--- config.mk ---
export PLATFORM = sky130hd
export DESIGN_NAME = trap_ctrl
export DESIGN_NICKNAME = d
export VERILOG_FILES = /design/src/rtl/trap_ctrl.sv
export SDC_FILE = /design/constraint.sdc
export NUM_CORES = 1
export LEC_CHECK = 0
export CELL_PAD_IN_SITES_DETAIL_PLACEMENT = 0
export CELL_PAD_IN_SITES_GLOBAL_PLACEMENT = 1
export CORE_MARGIN = 2
export CORE_UTILIZATION = 35
export DETAILED_ROUTE_END_ITERATION = 7
export HOLD_SLACK_MARGIN = 0.02
export PLACE_DENSITY_LB_ADDON = 0.1
export SKIP_CTS_REPAIR_TIMING = 1
export SLEW_MARGIN = 5
export SYNTH_ARGS = -nofsm -noshare
export SYNTH_HDL_FRONTEND = slang
export SYNTH_SLANG_ARGS = --single-unit
--- constraint.sdc ---
create_clock -name clk -period 9.1 [get_ports clk]
set_clock_uncertainty 0.15 [all_clocks]
set_input_delay 0.91 -clock clk [delete_from_list [all_inputs] [get_ports clk]]
set_output_delay 0.91 -clock clk [all_outputs]
set_load 0.005 [all_outputs]
--- src/rtl/trap_ctrl.sv ---
// Machine-mode trap entry / MRET sequencer: selects the event, drains the pipeline,
// then issues the CSR trap/MRET write and finally redirects fetch.
module trap_ctrl #(
  parameter bit VECTORED_EN = 1'b1
) (
  input  logic        clk,
  input  logic        reset,
  input  logic        exc_valid,
  input  logic [30:0] exc_cause,
  input  logic [31:0] exc_pc,
  input  logic [31:0] exc_tval,
  input  logic        mret_valid,
  input  logic        irq_boundary,
  input  logic [31:0] irq_pc,
  input  logic        mstatus_mie,
  input  logic        mstatus_mpie,
  input  logic        mie_msie,
  input  logic        mie_mtie,
  input  logic        mie_meie,
  input  logic        mip_msip,
  input  logic        mip_mtip,
  input  logic        mip_meip,
  input  logic [31:0] mtvec,
  input  logic [31:0] mepc,
  output logic        flush_req,
  input  logic        flush_ack,
  output logic        trap_wr_en,
  output logic        trap_mie,
  output logic        trap_mpie,
  output logic [31:0] trap_pc_in,
  output logic        trap_int,
  output logic [30:0] trap_cause,
  output logic [31:0] trap_val,
  output logic        mret_wr_en,
  output logic        mret_mie,
  output logic        mret_mpie,
  output logic        redirect_valid,
  output logic [31:0] redirect_pc,
  input  logic        redirect_ready,
  output logic        busy
);

  typedef enum logic [1:0] {ST_IDLE, ST_FLUSH, ST_COMMIT, ST_REDIRECT} state_e;
  typedef enum logic [1:0] {EV_EXC, EV_MRET, EV_IRQ} kind_e;

  state_e      state_q, state_d;
  kind_e       kind_q, kind_d;
  logic [30:0] cause_q, cause_d;
  logic [31:0] pc_q, pc_d;
  logic [31:0] tval_q, tval_d;
  logic        lmie_q, lmie_d;
  logic        lmpie_q, lmpie_d;

  logic        flush_req_q, flush_req_d;
  logic        trap_wr_en_q, trap_wr_en_d;
  logic        trap_mpie_q, trap_mpie_d;
  logic [31:0] trap_pc_in_q, trap_pc_in_d;
  logic        trap_int_q, trap_int_d;
  logic [30:0] trap_cause_q, trap_cause_d;
  logic [31:0] trap_val_q, trap_val_d;
  logic        mret_wr_en_q, mret_wr_en_d;
  logic        mret_mie_q, mret_mie_d;
  logic        mret_mpie_q, mret_mpie_d;
  logic        redirect_valid_q, redirect_valid_d;
  logic [31:0] redirect_pc_q, redirect_pc_d;
  logic        busy_q, busy_d;

  logic        irq_ext, irq_sw, irq_tmr, irq_take;
  logic [30:0] irq_cause;
  logic [31:0] tvec_base, redirect_target;

  // Fixed interrupt priority: external > software > timer.
  always_comb begin
    irq_ext   = mip_meip & mie_meie;
    irq_sw    = mip_msip & mie_msie;
    irq_tmr   = mip_mtip & mie_mtie;
    irq_take  = irq_boundary & mstatus_mie & (irq_ext | irq_sw | irq_tmr);
    irq_cause = irq_ext ? 31'd11 : (irq_sw ? 31'd3 : 31'd7);
  end

  // NOTE: every variable gets a default before the case so no latch can be inferred.
  always_comb begin
    state_d = state_q;
    kind_d  = kind_q;
    cause_d = cause_q;
    pc_d    = pc_q;
    tval_d  = tval_q;
    lmie_d  = lmie_q;
    lmpie_d = lmpie_q;
    case (state_q)
      ST_IDLE: begin
        if (exc_valid) begin
          kind_d  = EV_EXC;
          cause_d = exc_cause;
          pc_d    = exc_pc;
          tval_d  = exc_tval;
          state_d = ST_FLUSH;
        end else if (mret_valid) begin
          kind_d  = EV_MRET;
          cause_d = '0;
          pc_d    = '0;
          tval_d  = '0;
          state_d = ST_FLUSH;
        end else if (irq_take) begin
          kind_d  = EV_IRQ;
          cause_d = irq_cause;
          pc_d    = irq_pc;
          tval_d  = '0;
          state_d = ST_FLUSH;
        end
        if (state_d == ST_FLUSH) begin
          lmie_d  = mstatus_mie;
          lmpie_d = mstatus_mpie;
        end
      end
      ST_FLUSH:    if (flush_ack) state_d = ST_COMMIT;
      ST_COMMIT:   state_d = ST_REDIRECT;
      ST_REDIRECT: if (redirect_ready) state_d = ST_IDLE;
      default:     state_d = ST_IDLE;
    endcase
  end

  // Only mtvec mode 1 vectors, and only for interrupts; modes 2/3 fall back to direct.
  always_comb begin
    tvec_base = {mtvec[31:2], 2'b00};
    case (kind_q)
      EV_MRET: redirect_target = mepc & 32'hFFFF_FFFC;
      EV_IRQ:  redirect_target = (VECTORED_EN && mtvec[1:0] == 2'b01)
                                 ? tvec_base + {cause_q[29:0], 2'b00} : tvec_base;
      default: redirect_target = tvec_base;
    endcase
  end

  always_comb begin
    flush_req_d      = (state_d == ST_FLUSH);
    busy_d           = (state_d != ST_IDLE);
    redirect_valid_d = (state_d == ST_REDIRECT);
    redirect_pc_d    = (state_q == ST_COMMIT) ? redirect_target : redirect_pc_q;
    trap_wr_en_d     = 1'b0;
    trap_mpie_d      = 1'b0;
    trap_pc_in_d     = '0;
    trap_int_d       = 1'b0;
    trap_cause_d     = '0;
    trap_val_d       = '0;
    mret_wr_en_d     = 1'b0;
    mret_mie_d       = 1'b0;
    mret_mpie_d      = 1'b0;
    if (state_q == ST_FLUSH && flush_ack) begin
      if (kind_q == EV_MRET) begin
        mret_wr_en_d = 1'b1;
        mret_mie_d   = lmpie_q;
        mret_mpie_d  = 1'b1;
      end else begin
        trap_wr_en_d = 1'b1;
        trap_mpie_d  = lmie_q;
        trap_pc_in_d = pc_q;
        trap_int_d   = (kind_q == EV_IRQ);
        trap_cause_d = cause_q;
        trap_val_d   = tval_q;
      end
    end
  end

  // NOTE: sequential state uses non-blocking assignments so all flops update together.
  always_ff @(posedge clk or posedge reset) begin
    if (reset) begin
      state_q          <= ST_IDLE;
      kind_q           <= EV_EXC;
      cause_q          <= '0;
      pc_q             <= '0;
      tval_q           <= '0;
      lmie_q           <= 1'b0;
      lmpie_q          <= 1'b0;
      flush_req_q      <= 1'b0;
      trap_wr_en_q     <= 1'b0;
      trap_mpie_q      <= 1'b0;
      trap_pc_in_q     <= '0;
      trap_int_q       <= 1'b0;
      trap_cause_q     <= '0;
      trap_val_q       <= '0;
      mret_wr_en_q     <= 1'b0;
      mret_mie_q       <= 1'b0;
      mret_mpie_q      <= 1'b0;
      redirect_valid_q <= 1'b0;
      redirect_pc_q    <= '0;
      busy_q           <= 1'b0;
    end else begin
      state_q          <= state_d;
      kind_q           <= kind_d;
      cause_q          <= cause_d;
      pc_q             <= pc_d;
      tval_q           <= tval_d;
      lmie_q           <= lmie_d;
      lmpie_q          <= lmpie_d;
      flush_req_q      <= flush_req_d;
      trap_wr_en_q     <= trap_wr_en_d;
      trap_mpie_q      <= trap_mpie_d;
      trap_pc_in_q     <= trap_pc_in_d;
      trap_int_q       <= trap_int_d;
      trap_cause_q     <= trap_cause_d;
      trap_val_q       <= trap_val_d;
      mret_wr_en_q     <= mret_wr_en_d;
      mret_mie_q       <= mret_mie_d;
      mret_mpie_q      <= mret_mpie_d;
      redirect_valid_q <= redirect_valid_d;
      redirect_pc_q    <= redirect_pc_d;
      busy_q           <= busy_d;
    end
  end

  // Trap entry always clears mstatus.MIE, so this output is tied low.
  assign trap_mie       = 1'b0;
  assign flush_req      = flush_req_q;
  assign trap_wr_en     = trap_wr_en_q;
  assign trap_mpie      = trap_mpie_q;
  assign trap_pc_in     = trap_pc_in_q;
  assign trap_int       = trap_int_q;
  assign trap_cause     = trap_cause_q;
  assign trap_val       = trap_val_q;
  assign mret_wr_en     = mret_wr_en_q;
  assign mret_mie       = mret_mie_q;
  assign mret_mpie      = mret_mpie_q;
  assign redirect_valid = redirect_valid_q;
  assign redirect_pc    = redirect_pc_q;
  assign busy           = busy_q;

endmodule
* Word level (Yosys, flattened, before mapping)
Cells that the tools add are included.
** Storage, ports and cells
- Bits of input ports :: 206
- Register bits :: 236
- Logic and storage cells :: 81
** Operators by class
- Bitwise gates (word level) :: 7
- Reduce and logical (&&, ||, !) cells :: 6
- Multiplexer cells :: 39
- Equality and inequality tests :: 9
- Add/sub/neg operators :: 1
** Operators by type and width (count)
- 32-bit two-way mux :: 11
- 31-bit two-way mux :: 5
- 32-bit case mux with 2 select lines :: 1
- 32-bit adder :: 1
- 2-bit two-way mux :: 9
- 2-bit by 1-bit == test with 1-bit output (second input constant) :: 5
- 1-bit two-way mux :: 10
- 2-bit == test (second input constant) :: 4
- 2-bit case mux with 4 select lines :: 1
- 1-bit AND :: 5
- 4-bit two-way mux :: 1
- 2-bit AND reduction :: 2
- 3-bit two-way mux :: 1
- 3-bit nonzero test :: 1
- 2-bit zero test :: 1
- 1-bit OR :: 2
- 2-bit nonzero test :: 1
- 1-bit logical AND :: 1

* Depth between registers and ports, before layout
- Word-level depth :: 10
- Depth in mapped cells :: 11
- Mapped depth without buffers :: 11

* Worst setup path after synthesis
OpenSTA, ideal clock, no wires.
- Path kind :: input to register
- From :: input port mtvec[2]
- To :: register redirect_pc_q[30] (netlist: redirect_pc[30])
- Arrival :: 3.035 ns
- Path slack :: 5.784 ns
- Stages :: 11
- Cells stage by stage :: ha_1 > fa_1 > a211oi_1 > nor2_2 > o22a_4 > a31oi_4 > o31a_1 > a211o_2 > a31oi_2 > xnor2_1 > o22ai_2
** On the way
- Longest elaborated chain between the ends :: 3
** Ends and longest elaborated chain
- from (decl) :: line 23 : input logic [31:0] mtvec,
- 32-bit adder :: line 129 : ? tvec_base + {cause_q[29:0], 2'b00} : tvec_base;
- 32-bit two-way mux :: line 129
- 32-bit case mux with 2 select lines :: line 126 : case (kind_q)
- to (signal assigned) :: line 206 : redirect_pc_q <= redirect_pc_d;
- to (decl) :: line 65 : logic [31:0] redirect_pc_q, redirect_pc_d;
No other way between the ends.
A chain may end at the register's enable or synchronous reset.

* Final worst setup path
- From :: input port mret_valid
- To :: register tval_q[7]
** On the way
- Longest elaborated chain between the ends :: 2
- Elaborated cells between the ends (all ways) :: 4
- Classes of those cells :: mux: 2; reduce/logical: 2
** Ends and longest elaborated chain
- from (decl) :: line 12 : input logic mret_valid,
- 3-bit nonzero test (no line) or 32-bit two-way mux (tied branches)
- 2-bit AND reduction (no line) or 32-bit two-way mux (tied branches)
- to (signal assigned) :: line 192 : tval_q <= tval_d;
- to (decl) :: line 50 : logic [31:0] tval_q, tval_d;
Several ways; a longest one is shown, not always the timed one.

==> impl_metrics.env <==
export IMPL_hold_viol=0
export IMPL_synth_async_reset_ratio_pct=100
export IMPL_crit_family="compound AO/OA/AOI/OAI gates"
export IMPL_power_density_nw_per_um2=286
export IMPL_path_cells="clkdlybuf4s50_1 -> or2_1 -> a221oi_1 -> a221o_4 -> buf_4 -> o21ai_0"
export IMPL_min_path_type="flop to flop"
export IMPL_initial_core_util_pct=35.3
export IMPL_grt_max_degree=127
export IMPL_die_area_um2=32000
export IMPL_finalSetupTns_ps=0
export IMPL_ys_warn_count=0
export IMPL_drt_iter0_drc=512
export IMPL_yosys_cell_types_count=64
export IMPL_setup_violations=0
export IMPL_clk_pin_slew_worst_paths_ps=60
export IMPL_gr_usage_all_layers_pct=19.9
export IMPL_tightestPinTransition_ps=1140
export IMPL_place_ws_ps=4440
export IMPL_cts_root_buffer="clkbuf_16"
export IMPL_finalPower_w=0.00439
export IMPL_grt_pass1_wl_um=48900
export IMPL_via_per_inst=4.84
export IMPL_hpwl_um=23300
export IMPL_clock_fmax_mhz=245
export IMPL_slew_headroom_pct=24.2
export IMPL_status="complete, no violations"
export IMPL_io_pins=343
export IMPL_route_detailed_drc=0
export IMPL_clockBufferDepth=3
export IMPL_fin_crit_sh_pct=44.9
export IMPL_grt_overflow_total=0
export IMPL_numPortBuffers=337
export IMPL_areaGrowthSynthToFinish_pct=43.6
export IMPL_crit_buf_inv=2
export IMPL_synth_area_leaders="dfrtp_1 55%, nand2_1 7.0%, and2_1 5.7%, o21ai_0 4.6%, ha_1 3.7%"
export IMPL_fillCellCount=2813
export IMPL_final_nets=1629
export IMPL_gp_congestion=0.809
export IMPL_start_kind="input port"
export IMPL_routed_wl_um=32100
export IMPL_clkSinkCount=234
export IMPL_rows=64
export IMPL_vias=8758
export IMPL_cts_buffers=26
export IMPL_syn_inst=1084
export IMPL_synth_top_cell_area_share_pct=54.7
export IMPL_fin_util_pct=50.6
export IMPL_wl_per_cell_um=17.7
export IMPL_slowest_delay_ps=900
export IMPL_maxSlewViolCount=0
export IMPL_first_pass_iters=5
export IMPL_drive_gt1_share_pct=5.46
export IMPL_dieWidth_um=179
export IMPL_fin_crit_ps=4090
export IMPL_critPathMaxFanout=126
export IMPL_cts_tree="yes"
export IMPL_drv_cap=0
export IMPL_critPathKind="input port to flop"
export IMPL_die_h_um=179
export IMPL_synth_edf_count=0
export IMPL_critPathArrivalTime_ps=4290
export IMPL_timing_final_ws_setup_ps=5010
export IMPL_synth_ff_type="dfrtp_1"
export IMPL_cp_required_ps=9300
export IMPL_antenna_found_initial=4
export IMPL_ys_seq_area_share_pct=54.7
export IMPL_ys_ff_latch=234
export IMPL_crit_slowest_cell="buf_4"
export IMPL_postRouteAntennaNets=0
export IMPL_clk_latency_ps=530
export IMPL_peakVddDrop_uv=154
export IMPL_grt_setup_unrepaired="no"
export IMPL_core_um2=30300
export IMPL_yosysTopAreaCell="dfrtp_1"
export IMPL_clock_tree_htree_level_count=1
export IMPL_synth_area_um2=10700
export IMPL_crit_path_end_kind="flop"
export IMPL_p_leak_nw=6.76
export IMPL_avgSynthCellArea_um2=9.88
export IMPL_grt_pass1_vias=8635
[worst paths after layout]
check	start	end	slack [ps]	cells after the start
max in group asynchronous	reset	tval_q[18]	6550	3
worst max-delay path	mret_valid	tval_q[7]	5010	6
worst max register to register	cause_q[0]	redirect_pc[30]	5930	11
min in group asynchronous	reset	redirect_pc[5]	760	2
worst min-delay path	tval_q[2]	tval_q[2]	320	2
worst min register to register	tval_q[2]	tval_q[2]	320	2
[report_power, final]
group,leakage [nW],internal [W],total (W),switching (W)
clock,0.465,0.000733,0.00117,0.000433
sequential,3.09,0.00136,0.00153,0.000172
combinational,3.21,0.000768,0.00169,0.000925
[kinds of logic after synthesis]
logic type	share of synthesized area [%]
and+or+nand+nor	16.5
AOI/OAI and AO/OA	19.1
DFF	54.7
buffers and inverters	3.44
adders and majority gates	3.93
xor gates and xnor gates	2.05
muxes	0.304
other	0.0350
[sequential cells by signal, indices dropped and copies added, names as in the netlist, 2 cells and up]
| name | count |
|---|---|
| state_q | 2 |
| tval_q | 32 |
| trap_pc_in | 32 |
| trap_cause | 31 |
| kind_q | 2 |
| trap_val | 32 |
| pc_q | 32 |
| cause_q | 31 |
| redirect_pc | 30 |
[cell type report]
cell class / instances / area [um^2] / area share [%]
Timing Repair Buffer: 349 / 3460 / 22.5
Sequential cell: 234 / 5860 / 38.1
Inverter: 18 / 75.1 / 0.488
Clock inverter: 15 / 233 / 1.51
Clock buffer: 32 / 724 / 4.71
Tap cell: 396 / 495 / 3.22
Multi-Input combinational cell: 761 / 4520 / 29.4
Antenna cell: 3 / 7.51 / 0.0488
[layer usage]
metal / GRT usage [%] / part of all wire (%)
met5: 0 / 0.034
met1: 25.3 / 42
met4: 3.73 / 1.5
met2: 33.1 / 47
met3: 6.66 / 9.3
[worst register-to-register path, cell delays in order (launching register included)]
cell and delay, ps:
dfrtp_1 420, ha_1 250, fa_1 440, a211oi_1 290, nor2_2 100, o22a_4 290, a31oi_4 220, o31a_1 220
a211o_2 230, a31oi_2 110, xnor2_1 240, o22ai_2 90
[cell usage after synthesis (all sizes together), types with 2 or more instances]
| cell type | instances |
|---|---|
| a21oi | 43 |
| nand2 | 199 |
| or2 | 4 |
| o21a | 6 |
| nand3 | 3 |
| a221oi | 19 |
| a21boi | 2 |
| clkbuf | 57 |
| a22oi | 34 |
| a222oi | 4 |
| o221ai | 5 |
| buf | 16 |
| nor2 | 41 |
| inv | 18 |
| nor4 | 3 |
| o22ai | 3 |
| o211ai | 3 |
| o31ai | 6 |
| xnor2 | 14 |
| and2 | 97 |
| ha | 32 |
| a21o | 8 |
| and3 | 5 |
| nor3 | 8 |
| a31oi | 5 |
| dfrtp | 234 |
| o21bai | 5 |
| a22o | 4 |
| a32o | 2 |
| nor2b | 4 |
| xor2 | 11 |
| o21ai | 148 |
| nand4 | 5 |
| a211oi | 6 |
| a221o | 5 |
| nand2b | 8 |
| mux2 | 2 |
[cells in the final DEF, fill, tap and decap left out, types with 7 or more instances in the layout]
cell,netlist,layout
inv_1,18,17
clkdlybuf4s50_1,0,336
o21ai_1,47,47
a221oi_1,19,19
xor2_1,11,11
nor3_1,8,8
a21oi_1,42,42
nand2_1,199,199
buf_4,4,13
a21o_1,8,8
ha_1,32,32
dfrtp_1,234,234
o21ai_0,99,99
and2_1,97,97
a22oi_1,34,34
nor2_1,40,38
xnor2_1,14,14
nand2b_1,8,7
clkbuf_16,0,27
[metrics by stage]
step,hold WS [ps],instances,area (um^2)
floorplan,292,1086,10700
global placement,302,1758,14400
detailed placement,311,1758,14400
CTS,321,1805,15400
global route,323,1805,15400
finish,317,1808,15400
No activity file was read; power rests on OpenSTA's default activity.
